==> config.mk <==
export PLATFORM = sky130hd
export DESIGN_NAME = sseg_disp_mux_n
export DESIGN_NICKNAME = d
export VERILOG_FILES = /design/src/rtl/sseg_disp_mux_n.sv
export SDC_FILE = /design/constraint.sdc
export NUM_CORES = 1
export LEC_CHECK = 0
export CORE_MARGIN = 5
export CORE_UTILIZATION = 40
export DETAILED_ROUTE_END_ITERATION = 8
export GPL_TIMING_DRIVEN = 0
export PLACE_DENSITY = 0.73
export SLEW_MARGIN = 5
export SYNTH_ARGS = -nofsm -noshare
export SYNTH_HDL_FRONTEND = slang
export SYNTH_SLANG_ARGS = --single-unit
==> constraint.sdc <==
create_clock -name clk -period 2.74 [get_ports clk]
set_clock_uncertainty 0.15 [all_clocks]
set_input_delay 0.685 -clock clk [delete_from_list [all_inputs] [get_ports clk]]
set_output_delay 0.685 -clock clk [all_outputs]
set_load 0.03 [all_outputs]
==> src/rtl/sseg_disp_mux_n.sv <==
// Time-multiplexed N-digit common-anode seven-segment driver with hex decode,
// per-frame input shadowing, anti-ghosting blank gap and leading-zero suppression.
module sseg_disp_mux_n #(
    parameter int N_DIGITS  = 4,
    parameter int DIV       = 50000,
    parameter int BLANK_CYC = 500
) (
    input  logic                  clk,
    input  logic                  reset,
    input  logic [4*N_DIGITS-1:0] hex_in,
    input  logic [N_DIGITS-1:0]   dp_in,
    input  logic [N_DIGITS-1:0]   blank_in,
    input  logic                  lz_en,
    output logic [N_DIGITS-1:0]   an,
    output logic [7:0]            sseg,
    output logic                  frame_tick
);

    localparam int CNT_W = (DIV > 1) ? $clog2(DIV) : 1;
    localparam int IDX_W = (N_DIGITS > 1) ? $clog2(N_DIGITS) : 1;
    localparam logic [CNT_W-1:0] CNT_LAST = CNT_W'(DIV - 1);
    localparam logic [IDX_W-1:0] IDX_LAST = IDX_W'(N_DIGITS - 1);
    localparam logic [CNT_W-1:0] BLANK_L  = CNT_W'(BLANK_CYC);

    logic [CNT_W-1:0]      cnt_q, cnt_d;
    logic [IDX_W-1:0]      idx_q, idx_d;
    logic [4*N_DIGITS-1:0] hex_q, hex_d;
    logic [N_DIGITS-1:0]   dp_q, dp_d;
    logic [N_DIGITS-1:0]   blank_q, blank_d;
    logic                  lz_q, lz_d;
    logic [N_DIGITS-1:0]   an_q, an_d;
    logic [7:0]            sseg_q, sseg_d;
    logic                  tick_q, tick_d;

    logic       load;
    logic [3:0] nib;
    logic       dp_cur, blank_cur, supp_cur, zero_above, dark;

    function automatic logic [6:0] hex7(input logic [3:0] v);
        logic [6:0] s;
        case (v)
            4'h0: s = 7'b1000000;
            4'h1: s = 7'b1111001;
            4'h2: s = 7'b0100100;
            4'h3: s = 7'b0110000;
            4'h4: s = 7'b0011001;
            4'h5: s = 7'b0010010;
            4'h6: s = 7'b0000010;
            4'h7: s = 7'b1111000;
            4'h8: s = 7'b0000000;
            4'h9: s = 7'b0010000;
            4'hA: s = 7'b0001000;
            4'hB: s = 7'b0000011;
            4'hC: s = 7'b1000110;
            4'hD: s = 7'b0100001;
            4'hE: s = 7'b0000110;
            default: s = 7'b0001110;
        endcase
        return s;
    endfunction

    always_comb begin
        load  = (cnt_q == '0) && (idx_q == '0);
        cnt_d = (cnt_q == CNT_LAST) ? '0 : cnt_q + 1'b1;
        idx_d = idx_q;
        if (cnt_q == CNT_LAST) begin
            idx_d = (idx_q == IDX_LAST) ? '0 : idx_q + 1'b1;
        end

        hex_d   = hex_q;
        dp_d    = dp_q;
        blank_d = blank_q;
        lz_d    = lz_q;
        if (load) begin
            hex_d   = hex_in;
            dp_d    = dp_in;
            blank_d = blank_in;
            lz_d    = lz_en;
        end
        tick_d = load;
    end

    // Walk from the most significant digit down so zero_above holds "this and all higher nibbles are 0".
    always_comb begin
        nib        = 4'h0;
        dp_cur     = 1'b0;
        blank_cur  = 1'b0;
        supp_cur   = 1'b0;
        zero_above = 1'b1;
        for (int i = N_DIGITS - 1; i >= 0; i--) begin
            zero_above = zero_above && (hex_q[4*i +: 4] == 4'h0);
            if (idx_q == IDX_W'(i)) begin
                nib       = hex_q[4*i +: 4];
                dp_cur    = dp_q[i];
                blank_cur = blank_q[i];
                supp_cur  = lz_q && (i != 0) && zero_above;
            end
        end

        dark   = (cnt_q < BLANK_L) || blank_cur || supp_cur;
        an_d   = '1;
        sseg_d = 8'hFF;
        if (!dark) begin
            for (int i = 0; i < N_DIGITS; i++) begin
                an_d[i] = (idx_q != IDX_W'(i));
            end
            sseg_d = {~dp_cur, hex7(nib)};
        end
    end

    always_ff @(posedge clk or negedge reset) begin
        if (!reset) begin
            cnt_q   <= '0;
            idx_q   <= '0;
            hex_q   <= '0;
            dp_q    <= '0;
            blank_q <= '1;
            lz_q    <= 1'b0;
            an_q    <= '1;
            sseg_q  <= 8'hFF;
            tick_q  <= 1'b0;
        end else begin
            cnt_q   <= cnt_d;
            idx_q   <= idx_d;
            hex_q   <= hex_d;
            dp_q    <= dp_d;
            blank_q <= blank_d;
            lz_q    <= lz_d;
            an_q    <= an_d;
            sseg_q  <= sseg_d;
            tick_q  <= tick_d;
        end
    end

    assign an         = an_q;
    assign sseg       = sseg_q;
    assign frame_tick = tick_q;

endmodule

==> summary.md <==
| Metric | Value |
|---|---|
| Outcome | complete, no violations |
| Avg WL per Cell | 13.89 um |
| Post-route cell area | 3446 um^2 |
| Main synth FF type | dfrtp_1 |
| DR pass1 iterations | 4 |
| Number of global-route vias before repair | 2,073 |
| Diode count | 0 |
| Num CTS Buffers | 5 |
| Crit path DAT | 2.59 ns |
| Clock network fraction of design power | 30.7% |
| Core area | 6794 um^2 |
| Syn Nets | 294 |
| Crit path time final | 2.505 ns |
| Max-cap violations | 0 |
| Clock-pin slew on the worst setup and hold paths | 0.09 ns |
| Unique cell type count in the Yosys netlist | 40 |
| Syn Inst Count | 254 |
| Remaining DRCs | 0 |
| Worst Path Required | between 2 and 3 ns |
| Max incr delay on CP | 0.39 ns |
| Yosys warning count | 0 |
| Fin crit share | 91.41% |
| Full die area | 8739 um^2 |
| Crit Path Max Fanout | 10 |
| Nets | 342 |
| Area after DPL | 3313 um^2 |
| M1 wire length | 2325 um |
| Num rows | 30 |
| TritonCTS clock tree | done |
| Initial Utilization | 41.03% |
| Mapped Area | 2788 um^2 |
| Max Freq | about 400 MHz |
| Final core utilization | 50.72% |
| Seq/Total Area, Yosys | about 51% |
| H-tree levels | 2 |
| Max-slew headroom | 61.11% |
| Commonest non-fill, non-tap cell in the layout | dfrtp_1 |
| Met2 routed WL | 2959 um |
| Global placement routability congestion | approximately 0.85 |
| IO Count | 40 |
| Net Sw Frac | 22.37% |
| Final setup margin | 0.2354 ns |
| Synth-to-Final Area Change | 23.61% |
| Antenna violations before repair | 0 |
| Vias | 2,050 |
| CP Launch Type | register |
| Comb pwr share | 7.9% |
| FFs w/ async S/R, synth | 100.0% |
| Share of layout cells above drive strength 1 | 15.18% |
| FF-to-FF End | sseg[3] |
| Reg2reg start | idx_q[0] |
| Met3 wire length | 185 um |
| Fill cells | 618 |
| Max rail drop VDD | 0.1793 mV |
| Max layer used | met4 |
| Most frequent cells in the layout | 40 x dfrtp_1, 38 x clkdlybuf4s50_1, 23 x nand2_1, 20 x mux2_1, 17 x nor2_1 |
| FF+latch count, synth | 56 |
| Post-route ant nets | 0 |
| Worst-path cell chain | inv_1, ha_1, buf_2, o211ai_1, o311ai_4, inv_1, ha_1, nand3_1, and3_1, o21ai_0 |
| Switching power | 314.3 uW |
| Root buf cell | clkbuf_8 |
| DP HPWL | ~4200 um |
| Final hold vios | 0 |
| Worst-margin pin slew | 0.5780 ns |
| Die X-Extent | 93.48 um |
| Bufs on Longest Clock Path | 2 |
| Pint | approximately 1100 uW |
| Worst skew pair latency | 0.31 ns |
| Min-delay worst type | primary input to async pin |
| Setup WS pre-CTS | -0.6171 ns |
| Critical path's slowest cell | dfrtp_1 |
| Gr usage total | 13.46% |
| Sink Count | between 50 and 60 |
| Pwr Density | roughly 410 nW/um^2 |
| Drt total wl | between 5000 and 6000 um |
| Die height | 93.48 um |
| LEAKAGE | 0.001425 uW |
| Worst Setup End Kind | register |
| Vias per cell | 5.138 |
| Reg2reg setup slack | 0.24 ns |
| First-pass GRT wire length | around 9400 um |
| Largest net degree at the start of global routing | 36 |
| FF-to-FF path depth | 10 |
| Avg Inst Size Synth | 10.98 um^2 |
| Setup Crit Path Kind | register to register |
| Slew Limit Fails | 0 |
| Part of the power in registers | 61.4% |
| Post-synth EDFFs | 0 |
| Iter 0 DRT Violations | 71 |
| Final setup vio count | 0 |
| Port bufs | 39 |
| GRT overflow | 0 |
==> what timing repair did <==
| action | in CTS | in global routing |
|---|---|---|
| hold buffers | 0 | 0 |
| setup endpoints to repair | 7 | 5 |
| pin swaps | 0 | 1 |
| buffers inserted | 0 | 2 |
| gates resized for setup | 4 | 7 |
==> layout make-up <==
| class | count | area [um^2] | share of cell area (%) |
|---|---|---|---|
| clock buffers | 7 | 76.32 | 2.215 |
| well taps | 96 | 120.1 | 3.486 |
| flip-flops and latches | 56 | 1421 | 41.25 |
| clock inverters | 1 | 5.005 | 0.1452 |
| plain buffers | 9 | 56.30 | 1.634 |
| repair buffers | 42 | 420.4 | 12.20 |
| multi-input cells | 176 | 1301 | 37.76 |
| inverters | 12 | 45.04 | 1.307 |
==> how the worst max path moves through the flow <==
stage                   from   endpoint  cells past startpoint
finish              idx_q[0]    sseg[3]                     10
global placement       reset  cnt_q[11]                      1
global route        idx_q[0]    sseg[3]                     11
floorplan           idx_q[0]    sseg[6]                      9
detailed placement  idx_q[0]    sseg[6]                      9
CTS                 idx_q[0]    sseg[6]                     11
==> flip-flops by register name (all words and copies together), names as in the netlist <==
register and flops:
idx_q 2, lz_q 1, cnt_q 16, dp_q 4, frame_tick 1, an 4, blank_q 4, hex_q 16
sseg 8
==> cell families (layout without fill, tap and decap cells) <==
| family | Yosys count | after routing | synth area share (%) |
|---|---|---|---|
| simple gates | 90 | 90 | 16.52 |
| flops | 56 | 56 | 50.99 |
| compound gates | 33 | 33 | 8.079 |
| mux | 26 | 26 | 10.50 |
| buf+inv | 22 | 71 | 3.680 |
| xor+xnor | 14 | 14 | 4.399 |
| fa+ha+maj | 13 | 13 | 5.835 |
==> metrics by stage <==
step / instances / hold WS, ns / setup TNS (ns) / power (uW)
floorplan: 254 / 0.2394 / 0 / 913.5
global placement: 389 / 0.3145 / -37.48 / 979.0
detailed placement: 390 / 0.3202 / -3.421 / 984.7
CTS: 398 / 0.1989 / 0 / 1421
global route: 399 / 0.2242 / -0.01945 / 1466
finish: 399 / 0.1893 / 0 / 1405
==> power by group through the flow <==
stage          clock network [uW]  registers, uW  logic [uW]
2_1_floorplan                   0            871        42.3
3_3_place_gp                    0            876         103
3_5_place_dp                    0            877         108
4_1_cts                       450            862         109
5_1_grt                       477            865         123
6_report                      432            862         111
==> routing by layer <==
metal | global-route usage, % | up-vias
met1 | 15.94 | 1007
met3 | 2.896 | 10
met2 | 23.70 | 43
met5 | 0 | -
met4 | 5.128 | 0
li1 | - | 990
==> synthesized netlist by cell type, types with 3 or more instances <==
master,instances,area share (%)
mux2_1,20,8.1
mux2_2,6,2.4
and3_1,3,0.67
o221ai_1,3,0.94
nand2b_1,4,0.90
o211ai_1,6,1.6
xnor2_1,6,1.9
xor2_1,8,2.5
a21oi_1,5,0.90
o21ai_0,7,1.3
dfrtp_1,40,36
nor4_1,4,0.90
nand4_1,6,1.3
nor3_1,9,1.6
clkbuf_1,4,0.54
nand3_1,14,2.5
nand2_1,23,3.1
dfstp_2,16,15
inv_1,12,1.6
ha_1,13,5.8
buf_2,4,0.72
nor2_1,18,2.4
==> critical path: cells and delay by family (launching register included) <==
family                   cells  cell delay, ns
adder cells (fa/ha/maj)      2            0.47
AO/OA/AOI/OAI                3            0.66
buffers and inverters        3            0.45
AND/OR/NAND/NOR              2            0.31
flip-flops                   1            0.39
(Power assumes the default switching activity.)
